$ cat src/rtl/decode_pipe_if.sv
// Handshake bundle between fetch, decode_pipe and execute.
// The slave modport is the decode stage; the master modport is its environment.
interface decode_pipe_if #(
   parameter int ADDRESS_BITS   = 16,
   parameter int PERF_CNT_WIDTH = 16
);
   logic                      in_valid;
   logic                      in_ready;
   logic [ADDRESS_BITS-1:0]   in_PC;
   logic [31:0]               in_instruction;
   logic                      flush;
   logic                      out_valid;
   logic                      out_ready;
   logic [ADDRESS_BITS-1:0]   out_PC;
   logic [4:0]                read_sel1;
   logic [4:0]                read_sel2;
   logic [4:0]                write_sel;
   logic                      wEn;
   logic                      mem_wEn;
   logic                      wb_sel;
   logic                      branch_op;
   logic [1:0]                op_A_sel;
   logic                      op_B_sel;
   logic [31:0]               imm32;
   logic [5:0]                ALU_Control;
   logic                      jal_taken;
   logic [ADDRESS_BITS-1:0]   JAL_target;
   logic                      illegal;
   logic [PERF_CNT_WIDTH-1:0] stall_count;

   modport master (
      output in_valid, in_PC, in_instruction, flush, out_ready,
      input  in_ready, out_valid, out_PC, read_sel1, read_sel2, write_sel,
             wEn, mem_wEn, wb_sel, branch_op, op_A_sel, op_B_sel, imm32,
             ALU_Control, jal_taken, JAL_target, illegal, stall_count
   );

   modport slave (
      input  in_valid, in_PC, in_instruction, flush, out_ready,
      output in_ready, out_valid, out_PC, read_sel1, read_sel2, write_sel,
             wEn, mem_wEn, wb_sel, branch_op, op_A_sel, op_B_sel, imm32,
             ALU_Control, jal_taken, JAL_target, illegal, stall_count
   );
endinterface

$ cat src/rtl/decode_pipe.sv
// Handshaked RV32I decode stage with a one-entry output register, load-use bubble and flush.
// Optional macro DECODE_ILLEGAL_TRAP_EN flags unsupported opcodes and suppresses their side effects.
module decode_pipe #(
   parameter int                      ADDRESS_BITS   = 16,
   parameter int                      PERF_CNT_WIDTH = 16,
   parameter logic [ADDRESS_BITS-1:0] RESET_PC_FIELD = '0
) (
   input logic          clock,
   input logic          reset,
   decode_pipe_if.slave bus
);
   localparam logic [6:0] OP_R      = 7'b0110011;
   localparam logic [6:0] OP_I      = 7'b0010011;
   localparam logic [6:0] OP_LOAD   = 7'b0000011;
   localparam logic [6:0] OP_STORE  = 7'b0100011;
   localparam logic [6:0] OP_BRANCH = 7'b1100011;
   localparam logic [6:0] OP_JAL    = 7'b1101111;
   localparam logic [6:0] OP_JALR   = 7'b1100111;
   localparam logic [6:0] OP_AUIPC  = 7'b0010111;
   localparam logic [6:0] OP_LUI    = 7'b0110111;

   typedef struct packed {
      logic [ADDRESS_BITS-1:0] pc;
      logic [4:0]              rs1;
      logic [4:0]              rs2;
      logic [4:0]              rd;
      logic                    wen;
      logic                    mem_wen;
      logic                    wb_sel;
      logic                    branch_op;
      logic [1:0]              op_a;
      logic                    op_b;
      logic [31:0]             imm;
      logic [5:0]              alu;
      logic                    jal;
      logic [ADDRESS_BITS-1:0] jal_target;
      logic                    illegal;
      logic                    is_load;
   } ctrl_t;

   function automatic logic [PERF_CNT_WIDTH-1:0] sat_inc(input logic [PERF_CNT_WIDTH-1:0] v);
      return (&v) ? v : v + 1'b1;
   endfunction

   logic [31:0]               ins;
   logic [6:0]                opcode;
   logic [2:0]                funct3;
   logic signed [31:0]        imm_i, imm_s, imm_b, imm_u, imm_j;
   logic [31:0]               shamt;
   logic                      uses_rs1, uses_rs2, hazard, accept, xfer, in_ready;
   ctrl_t                     dec_p0, ctrl_p1;
   logic                      vld_p1;
   logic                      load_pending;
   logic [4:0]                load_rd;
   logic [PERF_CNT_WIDTH-1:0] stall_cnt;

   assign ins    = bus.in_instruction;
   assign opcode = ins[6:0];
   assign funct3 = ins[14:12];
   assign imm_i  = {{20{ins[31]}}, ins[31:20]};
   assign imm_s  = {{20{ins[31]}}, ins[31:25], ins[11:7]};
   assign imm_b  = {{19{ins[31]}}, ins[31], ins[7], ins[30:25], ins[11:8], 1'b0};
   assign imm_u  = {ins[31:12], 12'b0};
   assign imm_j  = {{11{ins[31]}}, ins[31], ins[19:12], ins[20], ins[30:21], 1'b0};
   assign shamt  = {27'b0, ins[24:20]};

   // Stage 0: combinational decode of the presented instruction
   always_comb begin
      dec_p0      = '0;
      dec_p0.pc   = bus.in_PC;
      dec_p0.rs1  = ins[19:15];
      dec_p0.rs2  = ins[24:20];
      dec_p0.rd   = ins[11:7];
      dec_p0.wen  = 1'b1;
      dec_p0.imm  = imm_j;
      dec_p0.alu  = 6'b111111;
      case (opcode)
         OP_R:      begin dec_p0.alu = {2'b00, ins[30], funct3}; dec_p0.imm = '0; end
         OP_I:      begin
            dec_p0.alu  = (funct3 == 3'b101) ? {2'b00, ins[30], funct3} : {3'b000, funct3};
            dec_p0.op_b = 1'b1;
            dec_p0.imm  = (funct3 == 3'b001 || funct3 == 3'b101) ? shamt : imm_i;
         end
         OP_LOAD:   begin
            dec_p0.alu = '0; dec_p0.op_b = 1'b1; dec_p0.imm = imm_i;
            dec_p0.wb_sel = 1'b1; dec_p0.is_load = 1'b1;
         end
         OP_STORE:  begin
            dec_p0.alu = '0; dec_p0.op_b = 1'b1; dec_p0.imm = imm_s;
            dec_p0.wen = 1'b0; dec_p0.mem_wen = 1'b1;
         end
         OP_BRANCH: begin
            dec_p0.alu = {3'b010, funct3}; dec_p0.imm = imm_b;
            dec_p0.wen = 1'b0; dec_p0.branch_op = 1'b1;
         end
         OP_JAL:    begin dec_p0.alu = 6'b011111; dec_p0.op_a = 2'b10; dec_p0.jal = 1'b1; end
         OP_JALR:   begin dec_p0.op_a = 2'b10; dec_p0.op_b = 1'b1; dec_p0.imm = imm_i; end
         OP_AUIPC:  begin dec_p0.alu = '0; dec_p0.op_a = 2'b01; dec_p0.op_b = 1'b1; dec_p0.imm = imm_u; end
         OP_LUI:    begin dec_p0.alu = '0; dec_p0.op_a = 2'b11; dec_p0.op_b = 1'b1; dec_p0.imm = imm_u; end
         default:   ;
      endcase
`ifdef DECODE_ILLEGAL_TRAP_EN
      if (!(opcode inside {OP_R, OP_I, OP_LOAD, OP_STORE, OP_BRANCH, OP_JAL, OP_JALR,
                           OP_AUIPC, OP_LUI}) || ins[1:0] != 2'b11) begin
         dec_p0.illegal   = 1'b1;
         dec_p0.wen       = 1'b0;
         dec_p0.mem_wen   = 1'b0;
         dec_p0.branch_op = 1'b0;
         dec_p0.jal       = 1'b0;
      end
`else
      dec_p0.illegal = 1'b0;
`endif
      dec_p0.jal_target = bus.in_PC + imm_j[ADDRESS_BITS-1:0];
   end

   // Only the instruction right after a transferred load is compared against its rd
   assign uses_rs1 = !(opcode == OP_LUI || opcode == OP_AUIPC || opcode == OP_JAL);
   assign uses_rs2 = (opcode == OP_R) || (opcode == OP_STORE) || (opcode == OP_BRANCH);
   assign hazard   = load_pending && bus.in_valid &&
                     ((uses_rs1 && ins[19:15] == load_rd) || (uses_rs2 && ins[24:20] == load_rd));
   assign in_ready = !reset && (!vld_p1 || bus.out_ready) && !hazard && !bus.flush;
   assign accept   = bus.in_valid && in_ready;
   assign xfer     = vld_p1 && bus.out_ready;

   // Stage 1: output register and hazard/perf state
   always_ff @(posedge clock or posedge reset) begin
      if (reset) begin
         vld_p1       <= 1'b0;
         ctrl_p1      <= '0;
         ctrl_p1.pc   <= RESET_PC_FIELD;
         load_pending <= 1'b0;
         load_rd      <= '0;
         stall_cnt    <= '0;
      end else begin
         if (accept)
            ctrl_p1 <= dec_p0;
         if (bus.flush)
            vld_p1 <= 1'b0;
         else if (accept)
            vld_p1 <= 1'b1;
         else if (xfer)
            vld_p1 <= 1'b0;
         load_pending <= !bus.flush && xfer && ctrl_p1.is_load && (ctrl_p1.rd != 5'd0);
         if (xfer && ctrl_p1.is_load && (ctrl_p1.rd != 5'd0))
            load_rd <= ctrl_p1.rd;
         if (hazard && !bus.flush)
            stall_cnt <= sat_inc(stall_cnt);
      end
   end

   assign bus.in_ready    = in_ready;
   assign bus.out_valid   = vld_p1;
   assign bus.out_PC      = ctrl_p1.pc;
   assign bus.read_sel1   = ctrl_p1.rs1;
   assign bus.read_sel2   = ctrl_p1.rs2;
   assign bus.write_sel   = ctrl_p1.rd;
   assign bus.wEn         = ctrl_p1.wen;
   assign bus.mem_wEn     = ctrl_p1.mem_wen;
   assign bus.wb_sel      = ctrl_p1.wb_sel;
   assign bus.branch_op   = ctrl_p1.branch_op;
   assign bus.op_A_sel    = ctrl_p1.op_a;
   assign bus.op_B_sel    = ctrl_p1.op_b;
   assign bus.imm32       = ctrl_p1.imm;
   assign bus.ALU_Control = ctrl_p1.alu;
   assign bus.jal_taken   = ctrl_p1.jal;
   assign bus.JAL_target  = ctrl_p1.jal_target;
   assign bus.illegal     = ctrl_p1.illegal;
   assign bus.stall_count = stall_cnt;
endmodule

$ cat src/flat_wrapper.sv
// flat-port wrapper written by rule: the top's interface ports become plain ports
module decode_pipe_flat 
#(
   parameter int                      ADDRESS_BITS   = 16,
   parameter int                      PERF_CNT_WIDTH = 16,
   parameter logic [ADDRESS_BITS-1:0] RESET_PC_FIELD = '0
)
  (clock, reset, bus_in_valid, bus_in_PC, bus_in_instruction, bus_flush, bus_out_ready, bus_in_ready, bus_out_valid, bus_out_PC, bus_read_sel1, bus_read_sel2, bus_write_sel, bus_wEn, bus_mem_wEn, bus_wb_sel, bus_branch_op, bus_op_A_sel, bus_op_B_sel, bus_imm32, bus_ALU_Control, bus_jal_taken, bus_JAL_target, bus_illegal, bus_stall_count);
  decode_pipe_if #(.ADDRESS_BITS(ADDRESS_BITS), .PERF_CNT_WIDTH(PERF_CNT_WIDTH)) bus_i ();
  input logic clock;
  input logic reset;
  input wire logic [$bits(bus_i.in_valid)-1:0] bus_in_valid;
  input wire logic [$bits(bus_i.in_PC)-1:0] bus_in_PC;
  input wire logic [$bits(bus_i.in_instruction)-1:0] bus_in_instruction;
  input wire logic [$bits(bus_i.flush)-1:0] bus_flush;
  input wire logic [$bits(bus_i.out_ready)-1:0] bus_out_ready;
  output wire logic [$bits(bus_i.in_ready)-1:0] bus_in_ready;
  output wire logic [$bits(bus_i.out_valid)-1:0] bus_out_valid;
  output wire logic [$bits(bus_i.out_PC)-1:0] bus_out_PC;
  output wire logic [$bits(bus_i.read_sel1)-1:0] bus_read_sel1;
  output wire logic [$bits(bus_i.read_sel2)-1:0] bus_read_sel2;
  output wire logic [$bits(bus_i.write_sel)-1:0] bus_write_sel;
  output wire logic [$bits(bus_i.wEn)-1:0] bus_wEn;
  output wire logic [$bits(bus_i.mem_wEn)-1:0] bus_mem_wEn;
  output wire logic [$bits(bus_i.wb_sel)-1:0] bus_wb_sel;
  output wire logic [$bits(bus_i.branch_op)-1:0] bus_branch_op;
  output wire logic [$bits(bus_i.op_A_sel)-1:0] bus_op_A_sel;
  output wire logic [$bits(bus_i.op_B_sel)-1:0] bus_op_B_sel;
  output wire logic [$bits(bus_i.imm32)-1:0] bus_imm32;
  output wire logic [$bits(bus_i.ALU_Control)-1:0] bus_ALU_Control;
  output wire logic [$bits(bus_i.jal_taken)-1:0] bus_jal_taken;
  output wire logic [$bits(bus_i.JAL_target)-1:0] bus_JAL_target;
  output wire logic [$bits(bus_i.illegal)-1:0] bus_illegal;
  output wire logic [$bits(bus_i.stall_count)-1:0] bus_stall_count;
  assign bus_i.in_valid = bus_in_valid;
  assign bus_i.in_PC = bus_in_PC;
  assign bus_i.in_instruction = bus_in_instruction;
  assign bus_i.flush = bus_flush;
  assign bus_i.out_ready = bus_out_ready;
  assign bus_in_ready = bus_i.in_ready;
  assign bus_out_valid = bus_i.out_valid;
  assign bus_out_PC = bus_i.out_PC;
  assign bus_read_sel1 = bus_i.read_sel1;
  assign bus_read_sel2 = bus_i.read_sel2;
  assign bus_write_sel = bus_i.write_sel;
  assign bus_wEn = bus_i.wEn;
  assign bus_mem_wEn = bus_i.mem_wEn;
  assign bus_wb_sel = bus_i.wb_sel;
  assign bus_branch_op = bus_i.branch_op;
  assign bus_op_A_sel = bus_i.op_A_sel;
  assign bus_op_B_sel = bus_i.op_B_sel;
  assign bus_imm32 = bus_i.imm32;
  assign bus_ALU_Control = bus_i.ALU_Control;
  assign bus_jal_taken = bus_i.jal_taken;
  assign bus_JAL_target = bus_i.JAL_target;
  assign bus_illegal = bus_i.illegal;
  assign bus_stall_count = bus_i.stall_count;
  decode_pipe #(.ADDRESS_BITS(ADDRESS_BITS), .PERF_CNT_WIDTH(PERF_CNT_WIDTH), .RESET_PC_FIELD(RESET_PC_FIELD)) u_core (.clock(clock), .reset(reset), .bus(bus_i));
endmodule
$ cat config.mk
export PLATFORM = sky130hd
export DESIGN_NAME = decode_pipe_flat
export DESIGN_NICKNAME = d
export VERILOG_FILES = /design/src/rtl/decode_pipe_if.sv /design/src/rtl/decode_pipe.sv /design/src/flat_wrapper.sv
export SDC_FILE = /design/constraint.sdc
export NUM_CORES = 1
export LEC_CHECK = 0
export BUFFER_PORTS_ARGS = -buffer_cell sky130_fd_sc_hd__buf_2
export CORE_ASPECT_RATIO = 0.7
export CORE_MARGIN = 2
export CORE_UTILIZATION = 45
export DETAILED_ROUTE_END_ITERATION = 7
export PLACE_DENSITY = 0.75
export RECOVER_POWER = 100
export SYNTH_ARGS = -nofsm -noshare
export SYNTH_HDL_FRONTEND = slang
export SYNTH_SLANG_ARGS = --single-unit
$ cat constraint.sdc
create_clock -name clock -period 5.55 [get_ports clock]
set_clock_uncertainty 0.2 [all_clocks]
set_input_delay 0.8325 -clock clock [delete_from_list [all_inputs] [get_ports clock]]
set_output_delay 0.8325 -clock clock [all_outputs]
set_load 0.02 [all_outputs]
==> results.md, run 1 <==
- Syn avg cell area: 11.3 um^2
- Most frequently used flop master after synthesis: dfrtp_1
- Die X: 142 um
- Cell taking the most area after synthesis: dfrtp_1
- Port-buffer cells: 163
- CTS buffer count: 17
- Worst VDD drop: 225 uV
- Flop pwr share: 38.0%
- WL final: 16100 um
- Max-cap violations: 1
- Largest net degree at the start of global routing: 89
- Fill count: 1213
- Area share of the largest cell type after synthesis: 48.3%
- Gpl congestion: 0.868
- Number of gates resized after CTS: 0
- Crit start category: input pin
- Reg2Reg Setup Slack: 2270 ps
- Vias: 4770
- Worst hold path type: register to register
- Synthesized area: 5960 um^2
- Setup ws final: 962 ps
- Max clock buf depth: 2
- Synth top area cells: dfrtp_1 48%, mux2_1 9.3%, mux2i_1 4.4%
- Pleak: 3.52 nW
- Syn Inst Count: 529
- Final layout net count: 760
- Failing checks: capacitance limit, slew limit
- Number of antenna violations at the first check in global routing: 1
- Die height: 100 um
- Sw Ratio: 31.1%
- Final Cycle Share: 82.7%
- Yosys cell types: 59
- Post-CTS setup buffer count: 0
- Max Slew Vio Count: 89
- Cell row count: 35
- RSZ-0062 raised after global routing: no
- Area Growth Syn to Fin: 22.8%
- Slew @ Worst Pin: 2210 ps
- Hold buffers post-CTS: 0
- Buffers & Inverters on Critical Path: 2
- Clock root buffer: clkbuf_16
- Sw power: 865 uW
- PD cells: 381 nW/um^2
- TritonRoute pass-1 iters: 7
- Clock Sinks: 115
- CTS H-tree depth: 4
- CP required: 4520 ps
- Worst Path Max Fanout: 15
- Final hold slack: 288 ps
- Synth Net Count: 598
- Post-place setup slack: 1330 ps
- Initial core utilization: 45.6%
- Fin crit period: 4590 ps
- Slowest-stage cell, CP: o21ai_1
- First-pass GRT wire length: 25400 um
- Layout cell share with drive strength beyond 1: 15.5%
- Setup-failing EPs final: 0
- Max Freq: 0.218 GHz
- WS Path Type: input pin to primary output
- Post-DP HPWL: 11700 um
- Worst-path clk slew: 50 ps
- Slew margin rel.: -47.2%
- Gr usage total: 23.3%
- Seq/Total Area, Yosys: 48.3%
- CP arrival: 3560 ps
- Top cell family by delay on the critical path: simple AND/OR/NAND/NOR gates
- Routed WL per cell: 18.5 um
- Routed Antenna Nets: 0
- Crit end category: primary output
- Final count of hold timing violations: 0
- Setup tns final: 0 ps
- Pint: 1.92 mW
- Status: finished with violations
- Seq cells post-synth: 115
- Logic pwr share: 21.5%
- I/O Pins: 165
- Slowest stage delay, CP: 760 ps
- Clk pwr share: 40.5%
- Die ar.: 14200 um^2
- Worst-skew pair later-pin latency: 410 ps
- CTS tree: built
- Vias in the first global route: 4827
- Core Area: 13100 um^2
- Yosys warns: 0
- Vias per Instance: 5.48
- Number of synthesized flops with an enable pin: 0
- Worst path cell trace: clkbuf_1 > nor2b_1 > nor4b_1 > nor4_4 > o21ai_1 > nor2_1 > nor3_1 > buf_2
- Initial drt markers: 325
- DRC Markers: 0
- # diodes: 0
- Overflow after GRT: 0
- Post-synthesis async set-or-reset flop share: 100%
state kept, by name, summed over array words and instances, names as in the netlist, 5 cells and up:
register,count
u_core.bus.write_sel,5
u_core.bus.ALU_Control,6
u_core.bus.imm32,32
u_core.bus.stall_count,16
u_core.load_rd,5
u_core.bus.read_sel2,5
u_core.bus.read_sel1,5
u_core.bus.out_PC,15
u_core.bus.JAL_target,16
cell type report:
type	count	area, um^2	share of cell area, %
Inverter	33	125	1.71
Sequential cell	115	2880	39.3
Timing Repair Buffer	167	717	9.80
Multi-Input combinational cell	357	2780	38.0
Tap cell	166	208	2.84
Clock inverter	8	125	1.71
Clock buffer	24	482	6.59
logic make-up (layout without fill, tap and decap cells):
kind of cell	count (synthesis)	in the layout	share of synthesized area, %
AOI/OAI and AO/OA	103	103	11.4
xor gates and xnor gates	37	37	5.44
adders and majority gates	16	16	3.49
buffers and inverters	57	232	4.73
DFF	115	115	48.3
muxes	87	87	15.9
other	1	1	0.0630
and+or+nand+nor	113	113	10.7
layout by cell type (no fill, tap or decap), types with 3 or more instances in the layout:
cell type / netlist / layout
nand3_1: 12 / 12
and3_1: 4 / 4
clkinvlp_4: 0 / 4
a211oi_1: 3 / 3
buf_2: 3 / 52
clkbuf_1: 7 / 115
nor4_1: 8 / 9
clkbuf_8: 0 / 3
nor3_1: 9 / 9
xor2_1: 18 / 18
a21oi_1: 36 / 36
o21ai_0: 16 / 16
nand2b_1: 5 / 5
nor2b_1: 3 / 3
clkbuf_16: 0 / 17
mux2i_1: 26 / 26
a21bo_2: 6 / 6
mux2_1: 49 / 49
a31oi_1: 4 / 4
a22o_1: 7 / 7
a21o_1: 12 / 12
nor2_1: 15 / 15
o211ai_1: 3 / 4
inv_1: 33 / 32
mux2_2: 12 / 12
ha_1: 15 / 15
and2_1: 3 / 3
dfrtp_1: 115 / 115
xnor2_1: 19 / 19
bufinv_16: 0 / 3
nand2_1: 31 / 30
nand4_1: 8 / 8
worst reg2reg max path: cells and delay by family (launching register included):
family	cells	cell delay, ps
compound gates	1	350
xor+xnor	1	280
flops	1	410
simple gates	3	1120
buf+inv	1	370
mux	1	430
synth_stat cells, types with 4 or more instances:
library cell	n
mux2i_1	26
nor3_1	9
xor2_1	18
a21oi_1	36
nor4_1	8
ha_1	15
nand2b_1	5
dfrtp_1	115
nand3_1	12
a22o_1	7
buf_4	9
xnor2_1	19
o21ai_0	16
nor2_1	15
buf_6	4
and3_1	4
a21o_1	12
nand4_1	8
mux2_1	49
a31oi_1	4
a21bo_2	6
inv_1	33
nand2_1	31
clkbuf_1	7
mux2_2	12
per-stage QoR:
stage	std cells	util, %	area [um^2]	power, mW
after floorplan	529	-	5960	1.46
after global routing	870	56.0	7310	2.91
after detailed placement	838	52.7	6880	1.71
after CTS	870	57.3	7480	2.84
final	870	56.0	7310	2.78
after global placement	838	52.7	6880	1.69
worst paths after layout:
kind | cells past startpoint | startpoint | end
min in group asynchronous | 2 | reset | u_core.bus.write_sel[2]
hold reg to reg | 1 | u_core.bus.read_sel1[1] | u_core.bus.read_sel1[1]
max in group asynchronous | 3 | reset | u_core.bus.imm32[10]
setup reg to reg | 7 | u_core.load_rd[1] | u_core.bus.JAL_target[11]
hold / removal | 1 | u_core.bus.read_sel1[1] | u_core.bus.read_sel1[1]
setup / recovery | 8 | bus_in_instruction[2] | bus_in_ready
power by group through the flow:
stage	logic (mW)	registers [mW]	clock network, mW
6_report	0.599	1.06	1.13
5_1_grt	0.653	1.07	1.18
4_1_cts	0.644	1.06	1.14
3_5_place_dp	0.641	1.07	0
3_3_place_gp	0.627	1.06	0
2_1_floorplan	0.238	1.23	0
routing by layer:
layer,track usage [%],share of wire [%],vias up
met1,33.2,48,2336
li1,-,-,2215
met5,0,0.044,-
met4,6.77,1.1,2
met3,6.54,7.8,20
met2,35.0,44,197
No activity file was read; power rests on OpenSTA's default activity.
==> run 2: changes to the inputs <==
- PLACE_DENSITY: 0.75 -> 0.78
- clock period: 5.55 -> 3.7 ns (I/O delays scaled with it)
==> run 2 against run 1 <==
  * The run still ends with capacitance limit, slew limit left
  * Sequential share of layout area fell by 0.52 points
  * Hold slack got worse by 120 ps
  * Flip-flop and latch count did not move
  * Wire length rose by 3.7%
  * Register-to-register slack got worse by 1900 ps
  * Core utilization rose by 0.75 points
  * Sequential power rose by 50%
  * Non-clock buffer count rose by 5
  * Largest power group unchanged
==> results.md, run 2 (synthesis results as in run 1) <==
- Status: finished with violations
- Failing checks: capacitance limit, slew limit
- Reg-to-reg critical path endpoint: u_core.bus.out_PC[13]
- Fin cells: 873 (+0.34%)
- Reg2reg start: u_core.load_rd[1]
- Post-CTS setup buffer count: 0 (unchanged)
- Max Slew Vio Count: 70 (-21%)
- Initial core utilization: 45.6% (unchanged)
- Worst hold path type: input pin to register
- Max-cap violations: 1 (unchanged)
- Slowest stage delay, CP: 620 ps (-140 ps)
- I/O Pins: 165 (unchanged)
- # diodes: 0 (unchanged)
- Final count of hold timing violations: 0 (unchanged)
- Clock Sinks: 115 (unchanged)
- Clock root buffer: clkbuf_16
- Core Area: 13100 um^2 (unchanged)
- Number of antenna violations at the first check in global routing: 0 (-1)
- Setup tns final: 0 ps (unchanged)
- CTS buffer count: 17 (unchanged)
- Port-buffer cells: 163 (unchanged)
- Design area: 7410 um^2 (+1.3%)
- Sw Ratio: 30.4% (-0.64 points)
- Hold endpoint: u_core.load_pending
- WL final: 16700 um (+3.7%)
- Pint: 2.99 mW (+56%)
- Logic pwr share: 21.3% (-0.2 points)
- Die height: 100 um (unchanged)
- Initial drt markers: 422 (+30%)
- Post-Route M1 WL: 7610 um (-0.33%)
- Reg2Reg Setup Slack: 350 ps (-1920 ps)
- CTS tree: built
- Worst Path Max Fanout: 26 (+11)
- Fill count: 1170 (-3.5%)
- Max FFs per register: 32 (unchanged)
- Largest net degree at the start of global routing: 70 (-21%)
- TritonRoute pass-1 iters: 5 (-2)
- CP arrival: 3440 ps (-120 ps)
- DRC Markers: 0 (unchanged)
- DP Cell Count: 843 (+0.60%)
- Routed WL per cell: 19.1 um (+3.4%)
- Vias: 4909 (+2.9%)
- Max clock buf depth: 2 (unchanged)
- R2R depth: 7 (unchanged)
- Worst-skew pair later-pin latency: 420 ps (about the same)
- CTS H-tree depth: 4 (unchanged)
- Worst-path clk slew: 60 ps (about the same)
- Met3 WL post-DR: 1530 um (+22%)
- Setup ws final: 346 ps (-616 ps)
- Post-place setup slack: 580 ps (-747 ps)
- First-pass GRT wire length: 26000 um (+2.6%)
- Vias per Instance: 5.62 (+2.6%)
- Crit end category: register
- Vias in the first global route: 4843 (+0.33%)
- Layout cell share with drive strength beyond 1: 16.4% (+0.92 points)
- Hold path startpoint: bus_flush
- Sw power: 1.31 mW (+51%)
- Core Util, Final: 56.8% (+0.75 points)
- Die ar.: 14200 um^2 (unchanged)
- Crit start category: register
- Slowest-stage cell, CP: nand2_2
- Hold buffers post-CTS: 0 (unchanged)
- Post-DP Area: 6940 um^2 (+1.0%)
- Worst VDD drop: 357 uV (+59%)
- Number of gates resized after CTS: 0 (unchanged)
- Cell row count: 35 (unchanged)
- Slew @ Worst Pin: 1670 ps (-533 ps)
- RSZ-0062 raised after global routing: no
- Post-DP HPWL: 12100 um (+3.4%)
- Setup-failing EPs final: 0 (unchanged)
- Flop pwr share: 37.0% (-1.0 points)
- Gpl congestion: 0.909 (+4.7%)
- Fin crit period: 3350 ps
- Die X: 142 um (unchanged)
- Overflow after GRT: 0 (unchanged)
- Max Freq: 0.298 GHz
- Leading cell type in the layout, fill and taps excluded: dfrtp_1
- Final Cycle Share: 90.6%
- Worst path cell trace: xnor2_1 > nand3_1 > nor4_1 > o21ai_0 > nand2_2 > buf_12 > mux2_1
- Gr usage total: 23.8% (+0.50 points)
- Clk pwr share: 41.7% (+1.2 points)
- PD cells: 580 nW/um^2 (+52%)
- WL met2: 7290 um (+4.2%)
- Pleak: 3.58 nW (+1.8%)
- WS Path Type: register to register
- CP required: 3790 ps (-730 ps)
- Cells on Worst Hold Path: 2 (+1)
- Final layout net count: 765 (+0.66%)
- Uppermost layer routed: met4
- Routed Antenna Nets: 0 (unchanged)
- Area Growth Syn to Fin: 24.4%
- Slew margin rel.: -11.6% (+36 points)
- Most frequent cells in the layout: 115 x dfrtp_1, 113 x clkbuf_1, 51 x buf_2
==> run 2: how the worst max path moves through the flow <==
stage,startpoint,endpoint,slack [ps],depth (start not counted)
6_report,u_core.load_rd[1],u_core.bus.out_PC[13],350,7
5_1_grt,u_core.load_rd[1],u_core.bus.out_PC[13],260,7
4_1_cts,bus_in_instruction[2],bus_in_ready,660,8
3_5_place_dp,bus_in_instruction[0],u_core.bus.out_PC[13],580,8
3_3_place_gp,bus_in_instruction[21],u_core.bus.JAL_target[13],680,9
2_1_floorplan,reset,u_core.bus.write_sel[4],-4,7
==> run 2: cell type report <==
cell class	instances	area, um^2	area share [%]
Clock buffer	20	457	6.16
Clock inverter	10	181	2.45
Inverter	33	125	1.69
Multi-Input combinational cell	357	2780	37.6
Sequential cell	115	2880	38.8
Tap cell	166	208	2.80
Timing Repair Buffer	172	778	10.5
==> run 2: critical path, delay by kind of cell (launching register included) <==
kind / cells / cell delay, ps
and+or+nand+nor: 3 / 1340
buffers and inverters: 1 / 280
muxes: 1 / 350
DFF: 1 / 420
AOI/OAI and AO/OA: 1 / 280
xor gates and xnor gates: 1 / 330
==> run 2: metrics by stage <==
step	power [mW]	hold WS, ps
after floorplan	2.20	309
after global placement	2.54	268
after detailed placement	2.58	272
after CTS	4.37	169
after global routing	4.48	169
final	4.30	171
==> run 2: metal layers <==
layer / global-route usage [%] / up-vias
li1: - / 2225
met1: 33.3 / 2446
met2: 35.4 / 214
met3: 8.02 / 24
met4: 6.85 / 0
met5: 0 / -
==> run 2: power by group through the flow <==
stage | Clock [mW] | Combinational (mW) | Sequential, mW
detailed placement | 0 | 0.975 | 1.60
floorplan | 0 | 0.358 | 1.84
finish | 1.79 | 0.915 | 1.59
global route | 1.87 | 0.990 | 1.61
CTS | 1.80 | 0.983 | 1.58
global placement | 0 | 0.951 | 1.59
